## config.mk

```make
export PLATFORM = sky130hd
export DESIGN_NAME = multi_alarm_clock
export DESIGN_NICKNAME = d
export VERILOG_FILES = /design/src/rtl/aclock_pkg.sv /design/src/rtl/multi_alarm_clock_alarm_channel.sv /design/src/rtl/multi_alarm_clock.sv
export SDC_FILE = /design/constraint.sdc
export NUM_CORES = 1
export LEC_CHECK = 0
export ABC_AREA = 1
export CAP_MARGIN = 30
export CORE_MARGIN = 2
export CORE_UTILIZATION = 52
export DETAILED_ROUTE_END_ITERATION = 10
export PLACE_DENSITY_LB_ADDON = 0.2
export SYNTH_ARGS = -nofsm -noshare
export SYNTH_HDL_FRONTEND = slang
export SYNTH_SLANG_ARGS = --single-unit
export TNS_END_PERCENT = 5
```

## constraint.sdc

```tcl
create_clock -name clk_1s -period 15.5 [get_ports clk_1s]
set_input_delay 3.1 -clock clk_1s [delete_from_list [all_inputs] [get_ports clk_1s]]
set_output_delay 3.1 -clock clk_1s [all_outputs]
set_load 0.03 [all_outputs]
```

## src/rtl/aclock_pkg.sv

```systemverilog
// Shared types and helpers for the multi-alarm clock.
// Holds the alarm state enum, BCD load validation and binary-to-BCD split.
package aclock_pkg;

   localparam int MAX_HOUR = 23;
   localparam int MAX_MIN  = 59;

   typedef enum logic [1:0] {
      IDLE    = 2'd0,
      RINGING = 2'd1,
      SNOOZED = 2'd2
   } alarm_state_t;

   // True when the four digits form a legal HH:MM
   function automatic logic bcd_valid_hm(
      input logic [1:0] h1,
      input logic [3:0] h0,
      input logic [3:0] m1,
      input logic [3:0] m0
   );
      int h;
      int m;
      h = int'(h1) * 10 + int'(h0);
      m = int'(m1) * 10 + int'(m0);
      return (h0 <= 4'd9) && (m1 <= 4'd9) && (m0 <= 4'd9) &&
             (h1 != 2'd3) && (h <= MAX_HOUR) && (m <= MAX_MIN);
   endfunction

   // {tens, ones} of a value 0..99
   function automatic logic [7:0] bin_to_bcd2(input logic [6:0] v);
      return {4'(v / 7'd10), 4'(v % 7'd10)};
   endfunction

endpackage

```

## src/rtl/multi_alarm_clock_alarm_channel.sv

```systemverilog
// One alarm channel: stored HH:MM, IDLE/RINGING/SNOOZED FSM, ring/snooze timers.
// In: clk_1s, reset, ld_i + h_i/m_i, current time, en_i, snooze_i, stop_i. Out: ringing_o, snoozed_o.
module alarm_channel
   import aclock_pkg::*;
#(
   parameter int SNOOZE_SEC = 300,
   parameter int RING_SEC   = 60
) (
   input  logic       clk_1s,
   input  logic       reset,
   input  logic       ld_i,
   input  logic [4:0] h_i,
   input  logic [5:0] m_i,
   input  logic [4:0] hour_i,
   input  logic [5:0] min_i,
   input  logic [5:0] sec_i,
   input  logic       en_i,
   input  logic       snooze_i,
   input  logic       stop_i,
   output logic       ringing_o,
   output logic       snoozed_o
);

   localparam logic [11:0] RING_LD = 12'(RING_SEC);
   localparam logic [11:0] SNZ_LD  = 12'(SNOOZE_SEC);

   alarm_state_t state_q, state_d;
   logic [4:0]   ah_q, ah_d;
   logic [5:0]   am_q, am_d;
   logic [11:0]  ring_q, ring_d;
   logic [11:0]  snz_q, snz_d;
   logic         match;

   assign match = en_i && (hour_i == ah_q) && (min_i == am_q) &&
                  (sec_i == 6'd0);

   always_ff @(posedge clk_1s or posedge reset) begin
      if (reset) begin
         state_q <= IDLE;
         ah_q    <= '0;
         am_q    <= '0;
         ring_q  <= '0;
         snz_q   <= '0;
      end else begin
         state_q <= state_d;
         ah_q    <= ah_d;
         am_q    <= am_d;
         ring_q  <= ring_d;
         snz_q   <= snz_d;
      end
   end

   // Timers hold N at entry; expiry fires on the edge that sees 1,
   // so a state lasts exactly N cycles.
   always_comb begin
      state_d = state_q;
      ah_d    = ah_q;
      am_d    = am_q;
      ring_d  = ring_q;
      snz_d   = snz_q;
      if (ld_i) begin
         ah_d = h_i;
         am_d = m_i;
      end
      if (!en_i || ld_i) begin
         state_d = IDLE;
      end else begin
         unique case (state_q)
            IDLE: begin
               if (match) begin
                  state_d = RINGING;
                  ring_d  = RING_LD;
               end
            end
            RINGING: begin
               if (stop_i) begin
                  state_d = IDLE;
               end else if (snooze_i) begin
                  state_d = SNOOZED;
                  snz_d   = SNZ_LD;
               end else if (ring_q <= 12'd1) begin
                  state_d = IDLE;
               end else begin
                  ring_d = ring_q - 12'd1;
               end
            end
            SNOOZED: begin
               if (stop_i) begin
                  state_d = IDLE;
               end else if (snz_q <= 12'd1) begin
                  state_d = RINGING;
                  ring_d  = RING_LD;
               end else begin
                  snz_d = snz_q - 12'd1;
               end
            end
            default: state_d = IDLE;
         endcase
      end
   end

   assign ringing_o = (state_q == RINGING);
   assign snoozed_o = (state_q == SNOOZED);

endmodule

```

## src/rtl/multi_alarm_clock.sv

```systemverilog
// 24-hour BCD clock with NUM_ALARMS alarms, snooze and ring timeout.
// In: clk_1s, reset, ld_time/ld_alarm/alarm_sel, BCD digits, al_en, snooze, stop_al. Out: BCD time, alarm, alarm_id, snoozed.
module multi_alarm_clock
   import aclock_pkg::*;
#(
   parameter int NUM_ALARMS = 4,
   parameter int SNOOZE_SEC = 300,
   parameter int RING_SEC   = 60,
   parameter int AW = (NUM_ALARMS > 1) ? $clog2(NUM_ALARMS) : 1
) (
   input  logic                  clk_1s,
   input  logic                  reset,
   input  logic                  ld_time,
   input  logic                  ld_alarm,
   input  logic [AW-1:0]         alarm_sel,
   input  logic [1:0]            h_in1,
   input  logic [3:0]            h_in0,
   input  logic [3:0]            m_in1,
   input  logic [3:0]            m_in0,
   input  logic [NUM_ALARMS-1:0] al_en,
   input  logic                  snooze,
   input  logic                  stop_al,
   output logic [1:0]            h_out1,
   output logic [3:0]            h_out0,
   output logic [3:0]            m_out1,
   output logic [3:0]            m_out0,
   output logic [3:0]            s_out1,
   output logic [3:0]            s_out0,
   output logic                  alarm,
   output logic [AW-1:0]         alarm_id,
   output logic [NUM_ALARMS-1:0] snoozed
);

   logic [4:0] hour_q, hour_d;
   logic [5:0] min_q, min_d;
   logic [5:0] sec_q, sec_d;
   logic       in_ok;
   logic [4:0] ld_h;
   logic [5:0] ld_m;
   logic [7:0] hb, mb, sb;
   logic [NUM_ALARMS-1:0] ring;

   // Wrapping of invalid digits is harmless: only used when in_ok
   assign in_ok = bcd_valid_hm(h_in1, h_in0, m_in1, m_in0);
   assign ld_h  = {3'b0, h_in1} * 5'd10 + {1'b0, h_in0};
   assign ld_m  = {2'b0, m_in1} * 6'd10 + {2'b0, m_in0};

   always_ff @(posedge clk_1s or posedge reset) begin
      if (reset) begin
         hour_q <= '0;
         min_q  <= '0;
         sec_q  <= '0;
      end else begin
         hour_q <= hour_d;
         min_q  <= min_d;
         sec_q  <= sec_d;
      end
   end

   always_comb begin
      hour_d = hour_q;
      min_d  = min_q;
      sec_d  = sec_q + 6'd1;
      if (ld_time && in_ok) begin
         hour_d = ld_h;
         min_d  = ld_m;
         sec_d  = '0;
      end else if (sec_q == 6'(MAX_MIN)) begin
         sec_d = '0;
         if (min_q == 6'(MAX_MIN)) begin
            min_d  = '0;
            hour_d = (hour_q == 5'(MAX_HOUR)) ? 5'd0 : hour_q + 5'd1;
         end else begin
            min_d = min_q + 6'd1;
         end
      end
   end

   assign hb     = bin_to_bcd2({2'b0, hour_q});
   assign mb     = bin_to_bcd2({1'b0, min_q});
   assign sb     = bin_to_bcd2({1'b0, sec_q});
   assign h_out1 = 2'(hb[7:4]);
   assign h_out0 = hb[3:0];
   assign m_out1 = mb[7:4];
   assign m_out0 = mb[3:0];
   assign s_out1 = sb[7:4];
   assign s_out0 = sb[3:0];

   for (genvar i = 0; i < NUM_ALARMS; i++) begin : g_ch
      alarm_channel #(
         .SNOOZE_SEC(SNOOZE_SEC),
         .RING_SEC  (RING_SEC)
      ) u_ch (
         .clk_1s   (clk_1s),
         .reset    (reset),
         .ld_i     (ld_alarm && in_ok && (alarm_sel == AW'(i))),
         .h_i      (ld_h),
         .m_i      (ld_m),
         .hour_i   (hour_q),
         .min_i    (min_q),
         .sec_i    (sec_q),
         .en_i     (al_en[i]),
         .snooze_i (snooze),
         .stop_i   (stop_al),
         .ringing_o(ring[i]),
         .snoozed_o(snoozed[i])
      );
   end

   assign alarm = |ring;

   always_comb begin
      alarm_id = '0;
      for (int i = NUM_ALARMS - 1; i >= 0; i--) begin
         if (ring[i]) alarm_id = AW'(i);
      end
   end

endmodule

```

# After elaboration in Yosys (flattened, before gate mapping)
# Index checks and enable logic that the tools add are counted.
classes:
  n_addsub: 15
  mul: 4
  n_div: 6
  n_lt_le_gt_ge: 13
  eq_ne: 67
  n_mux: 87
  n_bitwise: 4
  reduce_logical: 61
ops:
  columns: ["op", "count"]
  rows:
  - ["$mux 12", 34]
  - ["$pmux 12 s3", 4]
  - ["$le 12x1->1 const B", 8]
  - ["$pmux 12 s2", 4]
  - ["$sub 12x1->12 const B", 8]
  - ["$mux 2", 32]
  - ["$ne 2x2->1 const B", 29]
  - ["$reduce_and 8->1", 4]
  - ["$mux 6", 5]
  - ["$eq 6x6->1", 4]
  - ["$pmux 2 s3", 4]
  - ["$reduce_and 6->1", 4]
  - ["$logic_and 1x1->1", 23]
  - ["$eq 5x5->1", 4]
  - ["$mux 5", 4]
  - ["$ne 5x5->1 const B", 4]
  - ["$ne 4x4->1 const B", 4]
  - ["$div 6x4->7 const B", 2]
  - ["$mod 6x4->7 const B", 2]
  - ["$add 6x1->6 const B", 2]
  - ["$eq 2x2->1 const B", 6]
  - ["$eq 6x6->1 const B", 2]
  - ["$le 4x4->1 const B", 3]
  - ["$ne 3x1->1 const B", 4]
  - ["26 further kinds", 57]
totals:
  register_bits: 165
  inputBits: 26
  output_inout_bits: 29
  elab_cells: 280

# Logic depth before layout (Yosys ltp)
# Gate-level depths: netlist of run 1.
logic_depth:
  word_depth: 11
  mapped_depth: 18
  ltp_nobuf: 17

# Cells and area by module
# Synthesis of run 1 repeated with hierarchy kept, for this count alone.
unflattened:
  hier_cells: 1742
  hier_area_um2: 12020.3
by_module_without_submodules:
  columns: ["module", "n_inst", "cells_each", "area_each_um2", "seq_area_each_um2"]
  rows:
  - ["alarm_channel", 4, 339, 2391.0, 925.9]
  - ["multi_alarm_clock", 1, 386, 2456.1, 425.4]

# Worst setup path before layout of run 1
# No wires, ideal clock.
synth_path:
  kind: "register to output"
  start: "register min_q[5]"
  end: "output m_out0[1]"
  arrival_ps: 2869
  t_required_ps: 12400
  setup_slack_ps: 9531
  path_stages_with_launch: 16
  path_cell_list: "dfrtp_1 -> buf_2 -> inv_1 -> a21oi_1 -> nand2_1 -> nand4_1 -> nand2_1 -> nand2_1 -> nand2_1 -> inv_1 -> ha_1 -> inv_1 -> nand3_1 -> nand3_1 -> nand2_1 -> nand2_1"
synth_via:
  elab_chain_cells: 1
synth_rtl:
  columns: ["element", "line_no", "text"]
  rows:
  - ["start: declaration", "multi_alarm_clock.sv:35", "logic [5:0] min_q, min_d;"]
  - ["start signal: assignment", "multi_alarm_clock.sv:55", "min_q <= min_d;"]
  - ["$mod 6x4->7", "aclock_pkg.sv:31", "return {4'(v / 7'd10), 4'(v % 7'd10)};"]
  - ["end: declaration", "multi_alarm_clock.sv:26", "output logic [3:0] m_out0,"]
# Every way passes these cells.

# Final worst setup path of run 1
layout_path:
  start: "register min_q[3]"
  end: "output m_out0[1]"
# Same word-level chain as after synthesis.

==> impl_metrics.env, run 1 <==
export IMPL_synth_area_sq_mm=0.01197
export IMPL_yosysTopAreaCell="dfrtp_1"
export IMPL_timing_rr_start="min_q[3]"
export IMPL_start_kind="register"
export IMPL_fmax_ghz=0.1472
export IMPL_num_rows=55
export IMPL_start_util_pct=52.86
export IMPL_finalSetupViolCount=0
export IMPL_cts_setup_buffers=0
export IMPL_wl_per_cell_um=14.09
export IMPL_path_class="register to output pin"
export IMPL_cp_endpoint="m_out0[1]"
export IMPL_cts_tree="yes"
export IMPL_drt_iter0_markers=971
export IMPL_r2r_slack_ns=12.34
export IMPL_placed_area_sq_mm=0.01249
export IMPL_grt_pass1_vias=10200
export IMPL_status="complete, no violations"
export IMPL_synth_cell_types=36
export IMPL_period_share_pct=43.84
export IMPL_fin_nets=1870
export IMPL_worstPathArrival_ns=3.70
export IMPL_tightest_slew_ns=0.8677
export IMPL_gp_congestion=0.8758
export IMPL_crit_start="min_q[3]"
export IMPL_grt_total_usage_pct=25.23
export IMPL_min_period_ns=6.796
export IMPL_finalHoldViolCount=0
export IMPL_htree_levels=4
export IMPL_worstSkewPairLatency_ns=0.43
export IMPL_die_width_um=155.7
export IMPL_drc=0
export IMPL_detail_route_first_pass_iterations=5
export IMPL_grt_max_degree=68
export IMPL_synth_top_cell_area_share_pct=34.50
export IMPL_min_from="g_ch[3].u_ch.ring_q[11]"
export IMPL_yosys_most_used_dff="dfrtp_1"
export IMPL_crit_path_end_kind="output pin"
export IMPL_final_layout_size_suffix_gt1_share_pct=4.561
export IMPL_async_flop_share_pct=100.0
export IMPL_dieHeight_um=155.7
export IMPL_worstPathRequired_ns=12.40
export IMPL_root_buffer="clkbuf_16"
export IMPL_finalSetupTns_ns=0
export IMPL_clk_pin_slew_worst_paths_ns=0.07
export IMPL_crit_fanout=11
export IMPL_clkSinkCount=165
export IMPL_fin_worst_skew_ns=0.009052
export IMPL_reg2regPathDepth=13
export IMPL_yosysMostFrequentCell="nand2_1"
export IMPL_holdBufCountCts=0
export IMPL_fin_area_sq_mm=0.01311
export IMPL_yosys_top_cells_area="dfrtp_1 (35%), nand2_1 (18%), nor2_1 (7.2%), nand4_1 (6.3%), ha_1 (5.8%)"
export IMPL_drv_cap=0
export IMPL_routed_via_count=11170
export IMPL_clock_tree_buffer_depth=2
export IMPL_n_antenna_cell=0
export IMPL_synth_edff_count=0
export IMPL_fin_util_pct=57.92
export IMPL_report_final_slew_viol_count=0
export IMPL_synthTopCellsByCount="nand2_1 (579), nor2_1 (230), inv_1 (167)"
export IMPL_yosys_warnings=0
export IMPL_die_area_sq_mm=0.02424
export IMPL_r2r_end="g_ch[2].u_ch.ring_q[10]"
export IMPL_syn_inst=1786
export IMPL_cellLeakagePower_nw=6.680
export IMPL_grt_pass1_wl_um=50220
export IMPL_synth_seq_cells=165
export IMPL_slew_headroom_pct=42.16
export IMPL_fp_coreArea_sq_mm=0.02264
export IMPL_vdd_ir_drop_worst_v=0.0001501
export IMPL_area_growth_pct=9.576
export IMPL_vias_per_cell=5.362
export IMPL_io_pins=55
export IMPL_ctsResizeCount=0
export IMPL_seq_area_frac_synth_pct=34.50
export IMPL_hpwl_um=20300
export IMPL_hold_path_class="register to register"
export IMPL_gr_total_overflow=0
export IMPL_rsz0062_at_grt="false"
export IMPL_cts_buffers=17
export IMPL_p_per_area_mw_per_mm2=174.3
export IMPL_ant_nets=0
export IMPL_wl_um=29350
export IMPL_antenna_found_initial=1
export IMPL_port_buffers=52
export IMPL_avgSynthCellArea_sq_um=6.701
metal layers:
| metal | global-route usage (%) | vias up | wire length [um] | part of all wire, % |
|---|---|---|---|---|
| li1 | - | 5713 | - | - |
| met1 | 36.03 | 5160 | 14070 | 48 |
| met2 | 40.22 | 270 | 13370 | 46 |
| met3 | 3.667 | 24 | 1562 | 5.3 |
| met4 | 6.946 | 2 | 330 | 1.1 |
| met5 | 0 | - | 13 | 0.044 |
report_power, final:
group / switching (mW) / leakage, nW / internal (mW)
combinational: 0.710 / 4.21 / 0.422
clock: 0.181 / 0.291 / 0.275
sequential: 0.152 / 2.18 / 0.546
total: 1.04 / 6.68 / 1.24
critical path, stage by stage (launching register included):
cell and delay, ns:
dfrtp_1 0.61, clkinv_1 0.40, a21oi_1 0.36, nand2_1 0.16
nand4_1 0.12, nand2_1 0.15, nand2_1 0.12, nand2_1 0.08
inv_1 0.06, ha_1 0.15, inv_1 0.06, nand3_1 0.12
nand3_1 0.15, nand2_1 0.09, nand2_1 0.05, clkdlybuf4s50_1 0.58
layout by cell type, fill, tap and decap left out, types with 23 or more instances in the layout:
cell | netlist | routed
a21oi_1 | 23 | 23
clkdlybuf4s50_1 | 0 | 52
dfrtp_1 | 165 | 165
ha_1 | 55 | 55
inv_1 | 167 | 166
nand2_1 | 579 | 579
nand3_1 | 115 | 115
nand4_1 | 120 | 120
nor2_1 | 230 | 230
nor3_1 | 25 | 25
o21ai_0 | 54 | 54
o21ai_1 | 39 | 39
or2_2 | 28 | 28
xor2_1 | 41 | 41
stage by stage:
stage          power, mW  setup WS, ns  hold WS [ns]  cells
5_1_grt            2.499         8.321        0.4930   2083
3_3_place_gp       1.803         8.547        0.4552   2052
6_report           2.286         8.704        0.4757   2083
3_5_place_dp       1.828         8.376        0.4590   2052
2_1_floorplan      1.535         7.938        0.4419   1787
4_1_cts            2.291         8.709        0.4753   2083
registers in the layout, indices dropped and copies added, names as in the netlist:
register           count
g_ch.u_ch.ah_q        20
g_ch.u_ch.am_q        24
g_ch.u_ch.snz_q       48
sec_q                  6
g_ch.u_ch.state_q      8
hour_q                 5
min_q                  6
g_ch.u_ch.ring_q      48
area by class of cell:
type | instances | area (sq um)
inverter | 178 | 673.1
sequential | 165 | 4129
clock inverter | 11 | 175.2
fill | 2128 | 9527
tap | 285 | 356.6
multi-input combinational | 1362 | 6738
clock buffer | 20 | 446.7
timing repair buffer | 62 | 595.6
worst min path at each step:
stage	end	slack, ns	cells past startpoint
2_1_floorplan	g_ch[0].u_ch.ring_q[9]	0.44	2
3_3_place_gp	g_ch[3].u_ch.ring_q[11]	0.46	2
3_5_place_dp	g_ch[3].u_ch.ring_q[11]	0.46	2
4_1_cts	g_ch[3].u_ch.ring_q[11]	0.48	2
5_1_grt	g_ch[3].u_ch.ring_q[11]	0.49	2
6_report	g_ch[3].u_ch.ring_q[11]	0.48	2
logic make-up (layout without fill, tap and decap cells):
kind of cell | count (synthesis) | in the layout | share of synthesized area (%)
simple gates | 1120 | 1120 | 40.39
buf+inv | 260 | 271 | 9.231
flops | 165 | 165 | 34.50
compound gates | 124 | 124 | 5.353
fa+ha+maj | 58 | 58 | 6.252
xor+xnor | 58 | 58 | 4.245
other cells | 1 | 2 | 0.03133
No activity file was read; power rests on OpenSTA's default activity.
==> run 2: changes to the inputs <==
==> constraint.sdc (replaced) <==
create_clock -name clk_1s -period 6.52 [get_ports clk_1s]
set_input_delay 1.304 -clock clk_1s [delete_from_list [all_inputs] [get_ports clk_1s]]
set_output_delay 1.304 -clock clk_1s [all_outputs]
set_load 0.03 [all_outputs]
==> impl_metrics.env, run 2 (synthesized netlist as in run 1, its figures left out) <==
export IMPL_cts_buffers=17
export IMPL_rsz0062_at_grt="false"
export IMPL_fin_worst_skew_ns=0.01004
export IMPL_clock_tree_buffer_depth=2
export IMPL_top_regs="g_ch.u_ch.ring_q (48), g_ch.u_ch.snz_q (48), g_ch.u_ch.am_q (24)"
export IMPL_hold_path_class="register to register"
export IMPL_worstPathCellList="clkinv_1, a21oi_1, nand2_1, nand4_1, nand2_1, nand2_1, nand2_1, inv_1, ha_1, inv_1, nand3_1, nand4_1, nand2_1, clkdlybuf4s50_1"
export IMPL_worstSkewPairLatency_ns=0.42
export IMPL_wl_um=28630
export IMPL_mostFrequentLayoutCells="nand2_1 (579), nor2_1 (230), inv_1 (166)"
export IMPL_hpwl_um=20050
export IMPL_grt_max_degree=61
export IMPL_p_per_area_mw_per_mm2=409.9
export IMPL_crit_slowest_cell="clkdlybuf4s50_1"
export IMPL_min_period_ns=4.912
export IMPL_routed_via_count=11120
export IMPL_layout_commonest_cell="nand2_1"
export IMPL_grt_total_usage_pct=24.50
export IMPL_die_width_um=155.7
export IMPL_worstPathArrival_ns=3.61
export IMPL_num_rows=55
export IMPL_crit_top_cell="nand2_1"
export IMPL_gp_congestion=0.8635
export IMPL_finalSetupViolCount=0
export IMPL_die_area_sq_mm=0.02424
export IMPL_fmax_ghz=0.2036
export IMPL_antenna_found_initial=0
export IMPL_grt_pass1_wl_um=49000
export IMPL_port_buffers=52
export IMPL_cellLeakagePower_nw=6.678
export IMPL_ant_nets=0
export IMPL_critPathMaxStageDelay_ns=0.66
export IMPL_crit_fanout=11
export IMPL_period_share_pct=75.34
export IMPL_crit_family="buffers and inverters"
export IMPL_tightest_slew_ns=0.7887
export IMPL_drv_cap=0
export IMPL_wl_per_cell_um=13.74
export IMPL_cts_tree="yes"
export IMPL_timing_critical_path_buf_inv=4
export IMPL_dieHeight_um=155.7
export IMPL_grt_pass1_vias=10060
export IMPL_start_util_pct=52.86
export IMPL_detail_route_first_pass_iterations=5
export IMPL_start_kind="register"
export IMPL_drt_iter0_markers=798
export IMPL_final_layout_size_suffix_gt1_share_pct=4.669
export IMPL_slew_headroom_pct=47.23
export IMPL_ctsResizeCount=0
export IMPL_io_pins=55
export IMPL_clk_pin_slew_worst_paths_ns=0.06
export IMPL_cts_setup_buffers=0
export IMPL_htree_levels=4
export IMPL_finalSetupTns_ns=0
export IMPL_fin_cells=2084
export IMPL_root_buffer="clkbuf_16"
export IMPL_path_class="register to output pin"
export IMPL_n_antenna_cell=0
export IMPL_placed_cells=2055
export IMPL_holdBufCountCts=0
export IMPL_fp_coreArea_sq_mm=0.02264
export IMPL_drc=0
export IMPL_clkSinkCount=165
export IMPL_finalHoldViolCount=0
export IMPL_area_growth_pct=9.472
export IMPL_gr_total_overflow=0
export IMPL_status="complete, no violations"
export IMPL_report_final_slew_viol_count=0
export IMPL_vdd_ir_drop_worst_v=0.0003534
export IMPL_fin_nets=1873
export IMPL_vias_per_cell=5.333
export IMPL_crit_path_end_kind="output pin"
export IMPL_worstPathRequired_ns=5.22
==> run 2: stage by stage <==
stage | setup slack (ns) | power, mW | hold WS (ns) | utilization (%) | area (sq um)
final | 1.608 | 5.371 | 0.4759 | 57.87 | 13100
after global routing | 1.345 | 5.874 | 0.5147 | 57.87 | 13100
after CTS | 1.652 | 5.384 | 0.4754 | 57.87 | 13100
after detailed placement | 1.339 | 4.344 | 0.4600 | 55.27 | 12510
after global placement | 1.487 | 4.290 | 0.4551 | 55.27 | 12510
after floorplan | 0.7543 | 3.648 | 0.4419 | - | 11970
==> run 2: tightest hold or removal path, stage by stage (launching register included) <==
cell and delay (ns):
dfrtp_1 0.34, nand2_1 0.05, nand2_1 0.05
==> run 2: report_power, final <==
group	total [mW]	internal [mW]	switching (mW)
logic	2.69	1.00	1.69
registers	1.66	1.30	0.356
clock network	1.02	0.615	0.408
total	5.37	2.92	2.45
==> run 2: metal layers <==
layer / track usage, % / part of all wire [%]
met3: 2.972 / 4.2
met1: 35.57 / 49
met4: 5.636 / 1.2
met5: 0 / 0
met2: 39.34 / 45
==> run 2: area by class of cell <==
| cell class | instances | area (sq um) |
|---|---|---|
| tap | 285 | 356.6 |
| timing repair buffer | 65 | 618.1 |
| clock inverter | 9 | 130.1 |
| sequential | 165 | 4129 |
| multi-input combinational | 1362 | 6738 |
| clock buffer | 20 | 456.7 |
| fill | 2117 | 9539 |
| inverter | 178 | 673.1 |
==> run 2: worst paths after layout <==
path | start | endpoint | slack [ns] | cells after the start
max in group asynchronous | reset | min_q[5] | 4.02 | 3
hold / removal | g_ch[0].u_ch.ring_q[9] | g_ch[0].u_ch.ring_q[9] | 0.48 | 2
hold reg to reg | g_ch[0].u_ch.ring_q[9] | g_ch[0].u_ch.ring_q[9] | 0.48 | 2
min in group asynchronous | reset | g_ch[0].u_ch.snz_q[0] | 1.34 | 2
setup / recovery | min_q[3] | m_out0[1] | 1.61 | 14
setup reg to reg | min_q[3] | g_ch[2].u_ch.ring_q[11] | 3.51 | 13
==> run 3: changes to the inputs <==
==> constraint.sdc (replaced) <==
create_clock -name clk_1s -period 4.3 [get_ports clk_1s]
set_input_delay 0.86 -clock clk_1s [delete_from_list [all_inputs] [get_ports clk_1s]]
set_output_delay 0.86 -clock clk_1s [all_outputs]
set_load 0.03 [all_outputs]
==> impl_metrics.env, run 3 (synthesized netlist as in run 1, its figures left out) <==
export IMPL_status="complete, no violations"
export IMPL_root_buffer="clkbuf_16"
export IMPL_rsz0062_at_grt="false"
export IMPL_n_antenna_cell=0
export IMPL_r2r_end="g_ch[1].u_ch.ring_q[7]"
export IMPL_worstPathRequired_ns=3.44
export IMPL_io_pins=55
export IMPL_min_from="g_ch[3].u_ch.ring_q[11]"
export IMPL_port_buffers=52
export IMPL_clkSinkCount=165
export IMPL_die_area_sq_mm=0.02424
export IMPL_drv_cap=0
export IMPL_dieHeight_um=155.7
export IMPL_drt_iter0_markers=795
export IMPL_detail_route_first_pass_iterations=5
export IMPL_routed_via_count=11350
export IMPL_reg2regPathDepth=13
export IMPL_crit_fanout=6
export IMPL_multiInputGateArea_sq_mm=0.006738
export IMPL_ant_nets=0
export IMPL_wl_per_cell_um=14.15
export IMPL_cts_buffers=17
export IMPL_top_regs="g_ch.u_ch.ring_q (48), g_ch.u_ch.snz_q (48), g_ch.u_ch.am_q (24)"
export IMPL_fp_coreArea_sq_mm=0.02264
export IMPL_cts_setup_buffers=0
export IMPL_start_util_pct=52.86
export IMPL_layout_commonest_cell="nand2_1"
export IMPL_holdBufCountCts=0
export IMPL_die_width_um=155.7
export IMPL_start_kind="register"
export IMPL_slew_headroom_pct=45.79
export IMPL_min_period_ns=3.922
export IMPL_report_final_slew_viol_count=0
export IMPL_grt_max_degree=82
export IMPL_vias_per_cell=5.398
export IMPL_fin_util_pct=58.50
export IMPL_mostFrequentLayoutCells="nand2_1 (579), nor2_1 (230), inv_1 (165), dfrtp_1 (165), nand4_1 (120)"
export IMPL_antenna_found_initial=0
export IMPL_tightest_slew_ns=0.8115
export IMPL_whs_endpoint="g_ch[3].u_ch.ring_q[11]"
export IMPL_clock_tree_buffer_depth=2
export IMPL_wl_um=29760
export IMPL_gp_congestion=0.8998
export IMPL_p_per_area_mw_per_mm2=620.0
export IMPL_fill_cells=2132
export IMPL_final_layout_size_suffix_gt1_share_pct=5.721
export IMPL_worstSkewPairLatency_ns=0.43
export IMPL_worstPathArrival_ns=3.06
export IMPL_whs_path_depth=2
export IMPL_timing_rr_start="min_q[2]"
export IMPL_r2r_slack_ns=1.51
export IMPL_crit_start="hour_q[3]"
export IMPL_dp_slack_ns=0.02591
export IMPL_fin_nets=1889
export IMPL_num_rows=55
export IMPL_drc=0
export IMPL_grt_pass1_vias=10570
export IMPL_crit_path_end_kind="output pin"
export IMPL_setup_slack_ns=0.3784
export IMPL_gr_total_overflow=0
export IMPL_grt_total_usage_pct=25.44
export IMPL_path_class="register to output pin"
export IMPL_htree_levels=4
export IMPL_ctsResizeCount=0
export IMPL_finalSetupTns_ns=0
export IMPL_seq_area_sq_mm=0.004129
export IMPL_cellLeakagePower_nw=6.852
export IMPL_area_growth_pct=10.67
export IMPL_finalHoldViolCount=0
export IMPL_fin_worst_skew_ns=0.008907
export IMPL_grt_pass1_wl_um=50850
export IMPL_hold_path_class="register to register"
export IMPL_vdd_ir_drop_worst_v=0.0005147
export IMPL_hpwl_um=21000
export IMPL_cts_tree="yes"
export IMPL_fmax_ghz=0.2550
export IMPL_finalSetupViolCount=0
export IMPL_clk_pin_slew_worst_paths_ns=0.07
export IMPL_period_share_pct=91.20
## run 3: changes by cell type in the layout (fill, tap and decap cells not counted), moves of 2 or more
cell             delta
clkinv_2            +3
dlymetal6s2s_1      +6
clkinvlp_4          -2
buf_4              +15
clkinv_4            +3
clkdlybuf4s50_1     -6
## run 3: critical path: stages (launching register included)
cell	delay, ns
dfrtp_1	0.39
inv_1	0.20
nand2_1	0.14
ha_1	0.23
a31oi_1	0.18
inv_1	0.09
nand2_1	0.06
o21ai_0	0.13
ha_1	0.25
nor2_1	0.14
nand3b_1	0.15
clkdlybuf4s50_1	0.68
## run 3: final cells by class
type / count / share of cell area, %
clock buffer: 20 / 3.448
clock inverter: 12 / 0.9635
inverter: 178 / 5.073
multi-input combinational: 1362 / 50.87
sequential: 165 / 31.17
tap: 285 / 2.692
timing repair buffer: 81 / 5.781
## run 3: worst max path at each step
stage / endpoint / slack, ns
after floorplan: m_out0[1] / 0.57
after global placement: hour_q[4] / 0.14
after detailed placement: g_ch[3].u_ch.snz_q[7] / 0.03
after CTS: m_out0[1] / 0.11
after global routing: s_out0[2] / 0.07
final: h_out1[0] / 0.38
## run 3: power breakdown
part	switching, mW	total [mW]	leakage [nW]	internal [mW]
sequential	0.482	2.45	2.18	1.97
combinational	2.66	4.22	4.38	1.56
clock	0.657	1.54	0.290	0.886
total	3.80	8.21	6.85	4.41
## run 3: layer usage
layer | global-route usage [%] | up-vias | routed length [um]
met2 | 41.61 | 294 | 13630
met4 | 6.597 | 0 | 478
met1 | 35.75 | 5276 | 13970
met5 | 0 | - | 0
li1 | - | 5739 | -
met3 | 3.444 | 43 | 1670
## run 3: stage by stage
stage / cells / hold WS, ns / power, mW / cell area [sq um]
6_report: 2103 / 0.4735 / 8.212 / 13250
5_1_grt: 2103 / 0.4898 / 8.959 / 13250
3_3_place_gp: 2071 / 0.4571 / 6.577 / 12650
3_5_place_dp: 2071 / 0.4605 / 6.670 / 12650
4_1_cts: 2103 / 0.4768 / 8.228 / 13230
2_1_floorplan: 1787 / 0.4419 / 5.532 / 11980
